<file path="src/rtl/gf_pkg.sv">
// Shared GF(2^n) helpers for the GF-based ISE datapath: reduction polynomials,
// the serial-multiplier state encoding and a width/polynomial-parametrised xtime.
package gf_pkg;

  localparam logic [7:0] AES_POLY  = 8'h1B;
  localparam logic [3:0] GF16_POLY = 4'h3;

  // Widest field element the shared xtime helper can handle.
  localparam int GF_MAX_W = 32;

  typedef enum logic {
    IDLE = 1'b0,
    RUN  = 1'b1
  } gf_state_e;

  // Multiply by x in GF(2^width): shift left, fold the carried-out x^width term
  // back in through the low bits of the reduction polynomial.
  function automatic logic [GF_MAX_W-1:0] xtime(
    input logic [GF_MAX_W-1:0] a,
    input int unsigned         width,
    input logic [GF_MAX_W-1:0] poly
  );
    logic [GF_MAX_W-1:0] mask;
    logic [GF_MAX_W-1:0] sh;
    mask = (width >= GF_MAX_W) ? '1 : ((GF_MAX_W'(1) << width) - GF_MAX_W'(1));
    sh   = (a << 1) & mask;
    return a[width-1] ? (sh ^ (poly & mask)) : sh;
  endfunction

endpackage

</file>
<file path="src/rtl/gf_xtime.sv">
// Combinational WIDTH-bit multiply-by-x with reduction by POLY (x^WIDTH implicit).
module gf_xtime
  import gf_pkg::*;
#(
  parameter int               WIDTH = 8,
  parameter logic [WIDTH-1:0] POLY  = WIDTH'(AES_POLY)
) (
  input  logic [WIDTH-1:0] a,
  output logic [WIDTH-1:0] y
);

  logic [GF_MAX_W-1:0] y_full;

  assign y_full = xtime(GF_MAX_W'(a), WIDTH, GF_MAX_W'(POLY));
  assign y      = y_full[WIDTH-1:0];

endmodule

</file>
<file path="src/rtl/gf_serial_mult.sv">
// Constant-time serial GF(2^WIDTH) multiplier, one coefficient bit per cycle, LSB first.
// Optional accumulate mode (extra acc input) enabled by defining GF_SERIAL_MULT_ACC_EN.
module gf_serial_mult
  import gf_pkg::*;
#(
  parameter int               WIDTH   = 8,
  parameter int               COEFF_W = 4,
  parameter logic [WIDTH-1:0] POLY    = WIDTH'(AES_POLY)
) (
  input  logic               clk,
  input  logic               rst_n,
  input  logic               start,
  input  logic [WIDTH-1:0]   in,
  input  logic [COEFF_W-1:0] coeff,
`ifdef GF_SERIAL_MULT_ACC_EN
  input  logic               acc,
`endif
  output logic               busy,
  output logic [WIDTH-1:0]   result,
  output logic               done
);

  localparam int CNT_W = (COEFF_W > 1) ? $clog2(COEFF_W) : 1;
  localparam logic [CNT_W-1:0] CNT_LAST = CNT_W'(COEFF_W - 1);

  gf_state_e          state;
  logic [CNT_W-1:0]   cnt;
  logic [WIDTH-1:0]   mult;
  logic [WIDTH-1:0]   mult_x;
  logic [COEFF_W-1:0] coeff_q;
  logic               clear_on_accept;

`ifdef GF_SERIAL_MULT_ACC_EN
  assign clear_on_accept = ~acc;
`else
  assign clear_on_accept = 1'b1;
`endif

  gf_xtime #(
    .WIDTH (WIDTH),
    .POLY  (POLY)
  ) u_xtime (
    .a (mult),
    .y (mult_x)
  );

  always_ff @(posedge clk) begin
    if (!rst_n) begin
      state   <= IDLE;
      cnt     <= '0;
      mult    <= '0;
      coeff_q <= '0;
      result  <= '0;
      busy    <= 1'b0;
      done    <= 1'b0;
    end else begin
      done <= 1'b0;
      case (state)
        IDLE: begin
          if (start) begin
            mult    <= in;
            coeff_q <= coeff;
            cnt     <= '0;
            if (clear_on_accept) begin
              result <= '0;
            end
            busy    <= 1'b1;
            state   <= RUN;
          end
        end
        RUN: begin
          // Every coefficient bit costs one cycle whether it is set or not.
          if (coeff_q[cnt]) begin
            result <= result ^ mult;
          end
          mult <= mult_x;
          cnt  <= cnt + CNT_W'(1);
          if (cnt == CNT_LAST) begin
            done  <= 1'b1;
            busy  <= 1'b0;
            state <= IDLE;
          end
        end
        default: begin
          state <= IDLE;
          busy  <= 1'b0;
        end
      endcase
    end
  end

endmodule

</file>
<file path="config.mk">
export PLATFORM = sky130hd
export DESIGN_NAME = gf_serial_mult
export DESIGN_NICKNAME = d
export VERILOG_FILES = /design/src/rtl/gf_pkg.sv /design/src/rtl/gf_xtime.sv /design/src/rtl/gf_serial_mult.sv
export SDC_FILE = /design/constraint.sdc
export NUM_CORES = 1
export LEC_CHECK = 0
export BUFFER_PORTS_ARGS = -buffer_cell sky130_fd_sc_hd__buf_4
export CORE_MARGIN = 1
export CORE_UTILIZATION = 53
export CTS_CLUSTER_SIZE = 10
export DETAILED_ROUTE_END_ITERATION = 8
export GPL_TIMING_DRIVEN = 0
export PLACE_DENSITY = 0.77
export SLEW_MARGIN = 5
export SYNTH_ARGS = -nofsm -noshare
export SYNTH_HDL_FRONTEND = slang
export SYNTH_SLANG_ARGS = --single-unit
</file>
<file path="constraint.sdc">
create_clock -name clk -period 1.5 [get_ports clk]
set_input_delay 0.375 -clock clk [delete_from_list [all_inputs] [get_ports clk]]
set_output_delay 0.375 -clock clk [all_outputs]
set_load 0.05 [all_outputs]
</file>
==> results.cfg <==
[cts]
cts_made_buffers = 3
clk_pin_slew_worst_paths_ns = 0.13
cts-root-buf = clkbuf_4
cts_tree = yes
ctsHoldBuffers = 0
clockBufferDepth = 2
clk_latency_ns = 0.32
h-tree-depth = 1
cts_sinks = 25
post-cts-setup-buffer-count = 0

[floorplanning]
rows = 16
fp.dieH_um = 50.0
core_um2 = 2060
die_w_um = 50.0
io_pins = 25
die_area_um2 = 2500
start_util_pct = 59.1

[setup_path]
cp_max_fo = 10
rrSetupSlack_ns = 0.09
cp-start-kind = register
critical_path_class = reg -> reg
crit_required_ns = 1.72
critPathCaptureType = register
arrival_ns = 1.63

[sta]
setup_viol = 0
fin_hold_ws_ns = 0.300
slew_headroom_pct = 72.5
period_needed_ns = 1.41
setup-tns-final_ns = 0
hold_violations = 0
final_max_slew_viol_count = 0
post-route-period-util_pct = 94.0
max_freq_ghz = 0.709
fin_worst_skew_ns = 0.00488
tightest_slew_ns = 0.413
rsz0062_at_grt = false

[grt]
grt_max_degree = 14
grt_use_total_pct = 21.8
antenna_found_initial = 0
grt_pass1_wl_um = 4080
grt_pass1_vias = 953
overflow = 0

[run]
cap_viol_max_count = 0

[drt]
ant_nets = 0
first_iter_violations = 11
drc = 0
wl_per_cell_um = 13.1
wirelength_um = 2440
vias_per_cell = 5.31
vias = 987
firstDrtPassIters = 4

[synthesis]
ys_seq_area_share_pct = 41.1
synth_common_cells = dfxtp_1, nand2_1, mux2i_1
synth_top_cell_by_area = dfxtp_1
synth_most_common_cell = dfxtp_1
ys.flop_type = dfxtp_1
yosys.area.top_type_share_pct = 41.1
synth_area_leaders = dfxtp_1, mux2i_1, nand4b_1, nand2_1, o211ai_1
synth_area_um2 = 1220
ys_warn_count = 0
synth_edf_count = 0
syn_area_per_cell_um2 = 9.30
synth_nets = 148
synth-async-reset-ratio_pct = 0
synth_seq_cells = 25
postSynthCellCount = 131
synth_cell_types = 27

[final_layout]
layout.nets = 177
areaGrowthSynthToFinish_pct = 20.3
n_antenna_cell = 0
drive_gt1_share_pct = 23.9
finalNonFillerCells = 186
fill_cells = 177

[power]
power_frac_comb_pct = 17.1
intPower_mw = 0.902
clkPwrFrac_pct = 24.4
power_density_nw_per_um2 = 841
swShare_pct = 26.9
ir_drop_mv = 0.857
pwr-share-seq_pct = 58.5
p_leak_nw = 0.651
switchingPower_mw = 0.332

[place]
placed_cells = 182
place.port_buffers = 24
place.gp.congestion = 0.742
hpwlAfterDp_um = 1820

[run_status]
status = complete, no violations

[worst_hold_path]
worst_hold_path_type = in -> reg
## cell families after synthesis
| family | share of synthesized area, % |
|---|---|
| simple gates | 24.8 |
| flops | 41.1 |
| compound gates | 13.6 |
| buf+inv | 6.37 |
| mux | 9.96 |
| xor+xnor | 2.16 |
| fa+ha+maj | 2.05 |
## stage by stage
step           utilization (%)  worst slack (ns)  power [mW]  instance area, um^2
2_1_floorplan                -             0.300       0.874                 1220
4_1_cts                   70.8            0.0656        1.24                 1460
3_3_place_gp              69.5             0.127       0.935                 1430
3_5_place_dp              69.5            0.0763       0.943                 1430
5_1_grt                   71.1            0.0171        1.29                 1470
6_report                  71.1            0.0901        1.23                 1470
## power by group through the flow
stage               clock network (mW)  registers (mW)  logic, mW
floorplan                            0           0.740      0.135
global placement                     0           0.733      0.202
detailed placement                   0           0.734      0.208
CTS                              0.311           0.719      0.209
global route                     0.328           0.725      0.234
finish                           0.302           0.721      0.211
## flip-flops by register name, indices dropped and copies added (netlist names)
name     flops
mult         8
coeff_q      4
state        1
cnt          2
busy         1
result       8
done         1
## routing by layer
layer / vias to the layer above / wire length [um] / share of wire (%) / global-route usage [%]
li1: 510 / - / - / -
met1: 454 / 1210 / 50 / 28.2
met2: 18 / 1110 / 45 / 34.9
met3: 5 / 68 / 2.8 / 3.09
met4: 0 / 51 / 2.1 / 11.4
met5: - / 0 / 0 / 0
## cells in the final DEF, fill, tap and decap left out, types with 4 or more instances in the layout
| cell | Yosys | routed |
|---|---|---|
| mux2i_1 | 11 | 9 |
| nand4b_1 | 10 | 10 |
| inv_1 | 6 | 6 |
| buf_4 | 1 | 25 |
| dfxtp_1 | 25 | 25 |
| nand3_1 | 4 | 4 |
| and2_1 | 5 | 5 |
| o211ai_1 | 6 | 6 |
| clkbuf_1 | 4 | 5 |
| nor2b_1 | 7 | 7 |
| nand2_1 | 21 | 21 |
| o21ai_0 | 7 | 7 |
## final cells by class
class	instances	area (um^2)	area share, %
plain buffers	9	55.1	3.75
clock buffers	4	26.3	1.79
inverters	6	22.5	1.54
multi-input cells	91	648	44.2
flip-flops and latches	25	500	34.1
well taps	27	33.8	2.30
repair buffers	24	180	12.3
## what timing repair did
| action | in CTS | in global routing |
|---|---|---|
| endpoints found under the setup margin | 0 | 3 |
| gates resized for setup | 0 | 2 |
| hold endpoints to repair | 0 | 0 |
## final timing paths
path / to / from / cells past startpoint
max: result[3] / cnt[1] / 4
min: coeff_q[1] / coeff[1] / 3
max reg2reg: result[3] / cnt[1] / 4
min reg2reg: result[5] / result[5] / 2
## critical path, cell delays in order (launching register included)
cell      delay [ns]
dfxtp_1         0.52
mux2i_2         0.39
o22ai_4         0.19
nand4b_1        0.13
nand3_1         0.07
Note: power is estimated with default switching activity, not from simulation.
